<file path="config.mk">
export PLATFORM = sky130hd
export DESIGN_NAME = mul_pp_gen
export DESIGN_NICKNAME = d
export VERILOG_FILES = /design/src/rtl/mul_pkg.sv /design/src/rtl/mul_byte_array.sv /design/src/rtl/mul_pp_gen.sv
export SDC_FILE = /design/constraint.sdc
export NUM_CORES = 2
export LEC_CHECK = 0
export CAP_MARGIN = 20
export CORE_MARGIN = 10
export CORE_UTILIZATION = 61
export DETAILED_ROUTE_END_ITERATION = 6
export PLACE_DENSITY = 0.83
export SYNTH_ARGS = -nofsm -noshare
export SYNTH_HDL_FRONTEND = slang
export SYNTH_HIERARCHICAL = 1
export SYNTH_SLANG_ARGS = --single-unit
</file>
<file path="constraint.sdc">
create_clock -name clk -period 15.05 [get_ports clk]
set_input_delay 3.01 -clock clk [delete_from_list [all_inputs] [get_ports clk]]
set_output_delay 3.01 -clock clk [all_outputs]
set_load 0.02 [all_outputs]
</file>
<file path="src/rtl/mul_pkg.sv">
// Shared types and constants for the partial-product generator slice.
// Latency: n/a (declarations only).
// Backpressure: n/a.
package mul_pkg;

    localparam int OPW = 32;  // operand width, four byte lanes
    localparam int PPW = 16;  // width of one unsigned 8x8 byte product
    localparam int NPP = 8;   // byte products formed per cycle

    typedef enum logic [1:0] {
        SEW8  = 2'b00,
        SEW16 = 2'b01,
        SEW32 = 2'b10
    } sew_e;

    typedef enum logic [2:0] {
        ST_IDLE,
        ST_START,
        ST_P1,
        ST_P2,
        ST_DONE
    } state_e;

    // Byte idx (0..3) of a 32-bit word.
    function automatic logic [7:0] byte_sel(input logic [OPW-1:0] v, input logic [1:0] idx);
        return v[{idx, 3'b000} +: 8];
    endfunction

endpackage

</file>
<file path="src/rtl/mul_byte_array.sv">
// Eight unsigned 8x8 byte multipliers with per-(sew, pass) operand byte selection.
// Latency: combinational.
// Backpressure: none; the caller decides when outputs are captured.
//
// Ports:
//   i_op_a, i_op_b : latched operands (bytes a3..a0, b3..b0)
//   i_sew          : element width code, 11 yields all-zero products
//   i_pass         : 0 = rows b0/b1, 1 = rows b2/b3 (only meaningful for SEW32)
//   o_pp           : eight 16-bit products, m1 in the low slice, m8 in the high slice
module mul_byte_array
    import mul_pkg::*;
(
    input  logic [OPW-1:0]     i_op_a,
    input  logic [OPW-1:0]     i_op_b,
    input  logic [1:0]         i_sew,
    input  logic               i_pass,
    output logic [NPP*PPW-1:0] o_pp
);

    logic [1:0] w_ai [NPP];
    logic [1:0] w_bj [NPP];
    logic       w_en [NPP];
    logic [1:0] w_lo;
    logic [1:0] w_hi;

    // For SEW32 each pass multiplies all four a bytes against two b rows.
    assign w_lo = i_pass ? 2'd2 : 2'd0;
    assign w_hi = i_pass ? 2'd3 : 2'd1;

    always_comb begin
        for (int k = 0; k < NPP; k++) begin
            w_ai[k] = 2'd0;
            w_bj[k] = 2'd0;
            w_en[k] = 1'b0;
        end
        case (i_sew)
            SEW8: begin
                // Diagonal: four independent byte lanes, m5..m8 unused.
                for (int k = 0; k < 4; k++) begin
                    w_ai[k] = 2'(k);
                    w_bj[k] = 2'(k);
                    w_en[k] = 1'b1;
                end
            end
            SEW16: begin
                // Two 16-bit lanes; within a lane m1:w0, m2/m3:w1, m4:w2.
                w_ai[0] = 2'd0; w_bj[0] = 2'd0;
                w_ai[1] = 2'd1; w_bj[1] = 2'd0;
                w_ai[2] = 2'd0; w_bj[2] = 2'd1;
                w_ai[3] = 2'd1; w_bj[3] = 2'd1;
                w_ai[4] = 2'd2; w_bj[4] = 2'd2;
                w_ai[5] = 2'd3; w_bj[5] = 2'd2;
                w_ai[6] = 2'd2; w_bj[6] = 2'd3;
                w_ai[7] = 2'd3; w_bj[7] = 2'd3;
                for (int k = 0; k < NPP; k++) w_en[k] = 1'b1;
            end
            SEW32: begin
                // m1..m4 = a0..a3 x low row, m5..m8 = a0..a3 x high row,
                // giving weights m1:0, m2/m5:1, m3/m6:2, m4/m7:3, m8:4.
                for (int k = 0; k < 4; k++) begin
                    w_ai[k]     = 2'(k);
                    w_bj[k]     = w_lo;
                    w_ai[k + 4] = 2'(k);
                    w_bj[k + 4] = w_hi;
                    w_en[k]     = 1'b1;
                    w_en[k + 4] = 1'b1;
                end
            end
            default: ;
        endcase
    end

    for (genvar g = 0; g < NPP; g++) begin : g_mul
        logic [7:0] w_a;
        logic [7:0] w_b;
        assign w_a = byte_sel(i_op_a, w_ai[g]);
        assign w_b = byte_sel(i_op_b, w_bj[g]);
        assign o_pp[g*PPW +: PPW] = w_en[g] ? (PPW'(w_a) * PPW'(w_b)) : '0;
    end

endmodule

</file>
<file path="src/rtl/mul_pp_gen.sv">
// Partial-product generator and sequencer driving carry_save_8 (start/sew and mult_out_1..8).
// Latency: accept to res_valid 3 cycles (sew 00/01), 4 cycles (sew 10); illegal sew gives err_sew next cycle.
// Backpressure: in_ready is high only in IDLE; in_valid is ignored while an operation is in flight.
//
// Ports:
//   clk, reset           : clock, asynchronous active-high reset
//   in_valid/in_ready    : operand handshake
//   op_a, op_b, sew      : operand pair and element width (00 8b, 01 16b, 10 32b, 11 illegal)
//   csa_start, csa_sew   : start pulse and held width for carry_save_8
//   mult_out_1..8        : registered byte products, zero outside START/P1/P2 data cycles
//   res_valid            : carry_save_8 product_1/2 are final this cycle
//   err_sew              : illegal width accepted and dropped
module mul_pp_gen
    import mul_pkg::*;
(
    input  logic        clk,
    input  logic        reset,
    input  logic        in_valid,
    output logic        in_ready,
    input  logic [31:0] op_a,
    input  logic [31:0] op_b,
    input  logic [1:0]  sew,
    output logic        csa_start,
    output logic [1:0]  csa_sew,
    output logic [15:0] mult_out_1,
    output logic [15:0] mult_out_2,
    output logic [15:0] mult_out_3,
    output logic [15:0] mult_out_4,
    output logic [15:0] mult_out_5,
    output logic [15:0] mult_out_6,
    output logic [15:0] mult_out_7,
    output logic [15:0] mult_out_8,
    output logic        res_valid,
    output logic        err_sew
);

    state_e             r_state;
    logic [OPW-1:0]     r_op_a;
    logic [OPW-1:0]     r_op_b;
    logic [1:0]         r_sew;
    logic               r_csa_start;
    logic [1:0]         r_csa_sew;
    logic [NPP*PPW-1:0] r_pp;
    logic               r_res_valid;
    logic               r_err_sew;

    logic               w_accept;
    logic               w_pass;
    logic [NPP*PPW-1:0] w_pp;

    assign in_ready = (r_state == ST_IDLE);
    assign w_accept = in_valid & in_ready;
    // Products are registered one cycle ahead: in START we compute pass 1,
    // in P1 we compute pass 2, so they appear during P1 and P2 respectively.
    assign w_pass   = (r_state == ST_P1);

    mul_byte_array u_bytes (
        .i_op_a (r_op_a),
        .i_op_b (r_op_b),
        .i_sew  (r_sew),
        .i_pass (w_pass),
        .o_pp   (w_pp)
    );

    always_ff @(posedge clk or posedge reset) begin
        if (reset) begin
            r_state     <= ST_IDLE;
            r_op_a      <= '0;
            r_op_b      <= '0;
            r_sew       <= 2'b00;
            r_csa_start <= 1'b0;
            r_csa_sew   <= 2'b00;
            r_pp        <= '0;
            r_res_valid <= 1'b0;
            r_err_sew   <= 1'b0;
        end else begin
            r_csa_start <= 1'b0;
            r_res_valid <= 1'b0;
            r_err_sew   <= 1'b0;
            r_pp        <= '0;
            case (r_state)
                ST_IDLE: begin
                    if (w_accept) begin
                        r_op_a <= op_a;
                        r_op_b <= op_b;
                        r_sew  <= sew;
                        if (sew == 2'b11) begin
                            // Dropped: carry_save_8 never sees this operation.
                            r_err_sew <= 1'b1;
                        end else begin
                            r_state     <= ST_START;
                            r_csa_start <= 1'b1;
                            r_csa_sew   <= sew;
                        end
                    end
                end
                ST_START: begin
                    r_state <= ST_P1;
                    r_pp    <= w_pp;
                end
                ST_P1: begin
                    if (r_sew == SEW32) begin
                        r_state <= ST_P2;
                        r_pp    <= w_pp;
                    end else begin
                        r_state     <= ST_DONE;
                        r_res_valid <= 1'b1;
                    end
                end
                ST_P2: begin
                    r_state     <= ST_DONE;
                    r_res_valid <= 1'b1;
                end
                ST_DONE: begin
                    r_state   <= ST_IDLE;
                    r_csa_sew <= 2'b00;
                end
                default: r_state <= ST_IDLE;
            endcase
        end
    end

    assign csa_start  = r_csa_start;
    assign csa_sew    = r_csa_sew;
    assign res_valid  = r_res_valid;
    assign err_sew    = r_err_sew;
    assign mult_out_1 = r_pp[0*PPW +: PPW];
    assign mult_out_2 = r_pp[1*PPW +: PPW];
    assign mult_out_3 = r_pp[2*PPW +: PPW];
    assign mult_out_4 = r_pp[3*PPW +: PPW];
    assign mult_out_5 = r_pp[4*PPW +: PPW];
    assign mult_out_6 = r_pp[5*PPW +: PPW];
    assign mult_out_7 = r_pp[6*PPW +: PPW];
    assign mult_out_8 = r_pp[7*PPW +: PPW];

endmodule

</file>
==> impl_metrics.toml <==
[synthesis]
synth_fp_nets = 3475
syn-instance-count = 2824
yosys.area.top_type = "fa_1"
synth_area_leaders = "fa_1, dfrtp_1, ha_1"
yosys.area.top_type_share = 0.225
avgSynthCellArea_um2 = 9.08
synthArstFlopShare = 1.00
syn_area_mm2 = 0.0256
synth_seq_cells = 202
synth-edff-count = 0
yosys_warnings = 6
synth-seq-area-share = 0.197
synthFlopType = "dfrtp_1"
synth_cell_types = 71

[placement]
dp_slack_ns = 7.50
portBuffers = 202
dp.final_hpwl_um = 53600
place_congestion = 0.965

[layout]
n_antenna_cell = 0
layout_common_cells = "nor2_1, inv_1, ha_1"
nNetsFinal = 3627
drive_gt1_frac = 0.0799
areaGrowthSynthToFinish_pct = 12.3
layout_commonest_cell = "nor2_1"

[clocking]
cts.path.max_buffers = 3
cts-root-buf = "clkbuf_16"
cts_max_level = 1
cts_sinks = 202
numCtsBuffers = 25
postCtsSetupRepairBufs = 0
ctsHoldBuffers = 0
clk_transition_reported_paths_ns = 0.06
clock_latency_ns = 0.57
cts_resized = 0
cts_tree = "done"

[grt]
grtUsageTotal = 0.272
overflow = 0
first_global_vias = 21267
antenna_found_initial = 0
grt_pass1_wl_um = 111000
grt_max_degree = 133

[routing]
route.met2.wl_um = 33700
via_per_inst = 5.67
m1WireLength_um = 27600
ant_nets = 0
routedWlPerCell_um = 19.3
drtIter0Drc = 1435
drt_wl_total_um = 68300
remaining_drc_errors = 0
met3_wirelength_um = 4660
vias = 20040
highest_layer = "met4"
dr.pass1.iters = 5

[setup_path]
required_ns = 15.54
critPathMaxStageDelay_ns = 0.77
end_kind = "flop"
path_class = "reg -> reg"
cp_slowest_cell = "dfrtp_1"
crit_top_cell = "inv_1"
regToRegStartpoint = "r_sew[0]$_DFFE_PP0P_"
ff2ff_path_depth = 22
r2r_end = "r_pp[95]$_DFF_PP0_"
cp_cell_sequence = "inv_1, ha_2, buf_4, inv_1, buf_4, o21ai_1, or2_1, fa_1, fa_1, inv_1, fa_1, inv_1, fa_1, inv_1, ha_1, a21oi_1, o211ai_1, a221oi_1, a21oi_1, a31oi_1, mux2i_1, and2_1"
arrival_ns = 8.24
worstSetupStartpointType = "flop"
crit_fanout = 72
worst-r2r-setup-slack_ns = 7.30

[die]
rows = 75
fp.coreArea_mm2 = 0.0418
die_area_mm2 = 0.0506
die_w_um = 225
ios = 203
start_util = 0.614
die_h_um = 225

[timing]
grt_setup_unrepaired = "false"
slew_headroom = 0.208
drv_slew = 0
hold_viol = 0
setup-violations-final = 0
final.setup.worst_slack_ns = 7.30
finalSetupTns_ns = 0
fin_crit_sh = 0.515
tightest_slew_ns = 1.16
holdWs_ns = 0.575
fmax_ghz = 0.129
finalCriticalPeriod_ns = 7.75
fin_skew_ns = 0.0166

[min_path]
whs_path_depth = 2
hp-class = "reg -> reg"
holdPathEnd = "csa_sew[0]$_DFFE_PP0P_"
hp-start = "csa_sew[0]$_DFFE_PP0P_"

[job]
maxCapViolCount = 0

[run_status]
status = "finished, final reports clean"
## through the flow
stage,instances,cell area [µm²],util
6_report,3532,28800,0.689
5_1_grt,3532,28800,0.689
4_1_cts,3529,28800,0.689
3_5_place_dp,3485,28000,0.669
3_3_place_gp,3485,28000,0.669
2_1_floorplan,2824,25600,-
## worst max-delay path by stage
stage	startpoint	to	slack [ns]	cells after the start
finish	r_sew[0]$_DFFE_PP0P_	r_pp[95]$_DFF_PP0_	7.30	22
detailed placement	r_sew[0]$_DFFE_PP0P_	r_pp[95]$_DFF_PP0_	7.50	22
global route	r_sew[0]$_DFFE_PP0P_	r_pp[95]$_DFF_PP0_	6.78	22
global placement	r_sew[0]$_DFFE_PP0P_	r_pp[45]$_DFF_PP0_	7.69	23
floorplan	reset	csa_sew[0]$_DFFE_PP0P_	6.53	1
CTS	r_sew[0]$_DFFE_PP0P_	r_pp[95]$_DFF_PP0_	7.41	22
## sequential cells by signal (all words and copies together) (netlist names)
register and count:
r_op_a 32, csa_sew 2, r_sew 2, csa_start 1, r_op_b 32, err_sew 1
r_state 3, r_pp 128, res_valid 1
## synthesized netlist by cell type (3+ instances only)
cell	count
xor2_1	27
nand2_1	131
or2_2	53
and2_1	167
a221o_1	10
a21o_1	45
nor3b_1	9
mux2_2	91
buf_6	12
o21ai_2	19
mux2_1	5
inv_1	429
dfrtp_1	202
xnor2_1	40
a31oi_1	10
a41oi_1	5
ha_1	294
o31ai_1	4
nor2_1	457
nor2b_1	57
o211ai_1	8
a21oi_1	74
buf_2	30
a221oi_1	5
nand3b_1	3
o21a_1	13
fa_1	288
buf_1	10
mux2i_1	51
o211a_1	3
and3_1	7
o21ai_0	36
buf_4	7
nand3_1	24
or2_1	21
nor3_1	16
nand2b_1	45
clkbuf_1	30
o21ai_1	30
o21bai_1	16
## worst max-delay path: cells and delay by family, from the launching register on
family,cells,cell delay (ns)
AOI/OAI and AO/OA,6,1.75
adders and majority gates,6,2.64
buffers and inverters,7,1.93
DFF,1,0.77
muxes,1,0.21
and+or+nand+nor,2,0.35
## final cells by class
class / count / area, µm²
multi-input combinational: 2102 / 18500
fill: 3214 / 13000
sequential: 202 / 5050
timing repair buffer: 216 / 2130
inverter: 429 / 1620
clock buffer: 33 / 726
tap: 539 / 674
clock inverter: 11 / 88.8
## metal layers
layer  vias up  GRT usage
met5         -          0
li1       9219          -
met2       683      0.473
met1     10001      0.335
met4         0     0.0917
met3       137     0.0502
## logic make-up (layout without fill, tap and decap cells)
| group | Yosys count | after routing | share of synthesized area |
|---|---|---|---|
| adders and majority gates | 582 | 582 | 0.368 |
| AOI/OAI and AO/OA | 303 | 303 | 0.0801 |
| and+or+nand+nor | 1003 | 1003 | 0.187 |
| xor gates and xnor gates | 67 | 67 | 0.0229 |
| buffers and inverters | 520 | 689 | 0.0822 |
| DFF | 202 | 202 | 0.197 |
| muxes | 147 | 147 | 0.0621 |
Power is not shown: default switching activity piles up to over one toggle a cycle in this logic, so the estimate is an artifact.
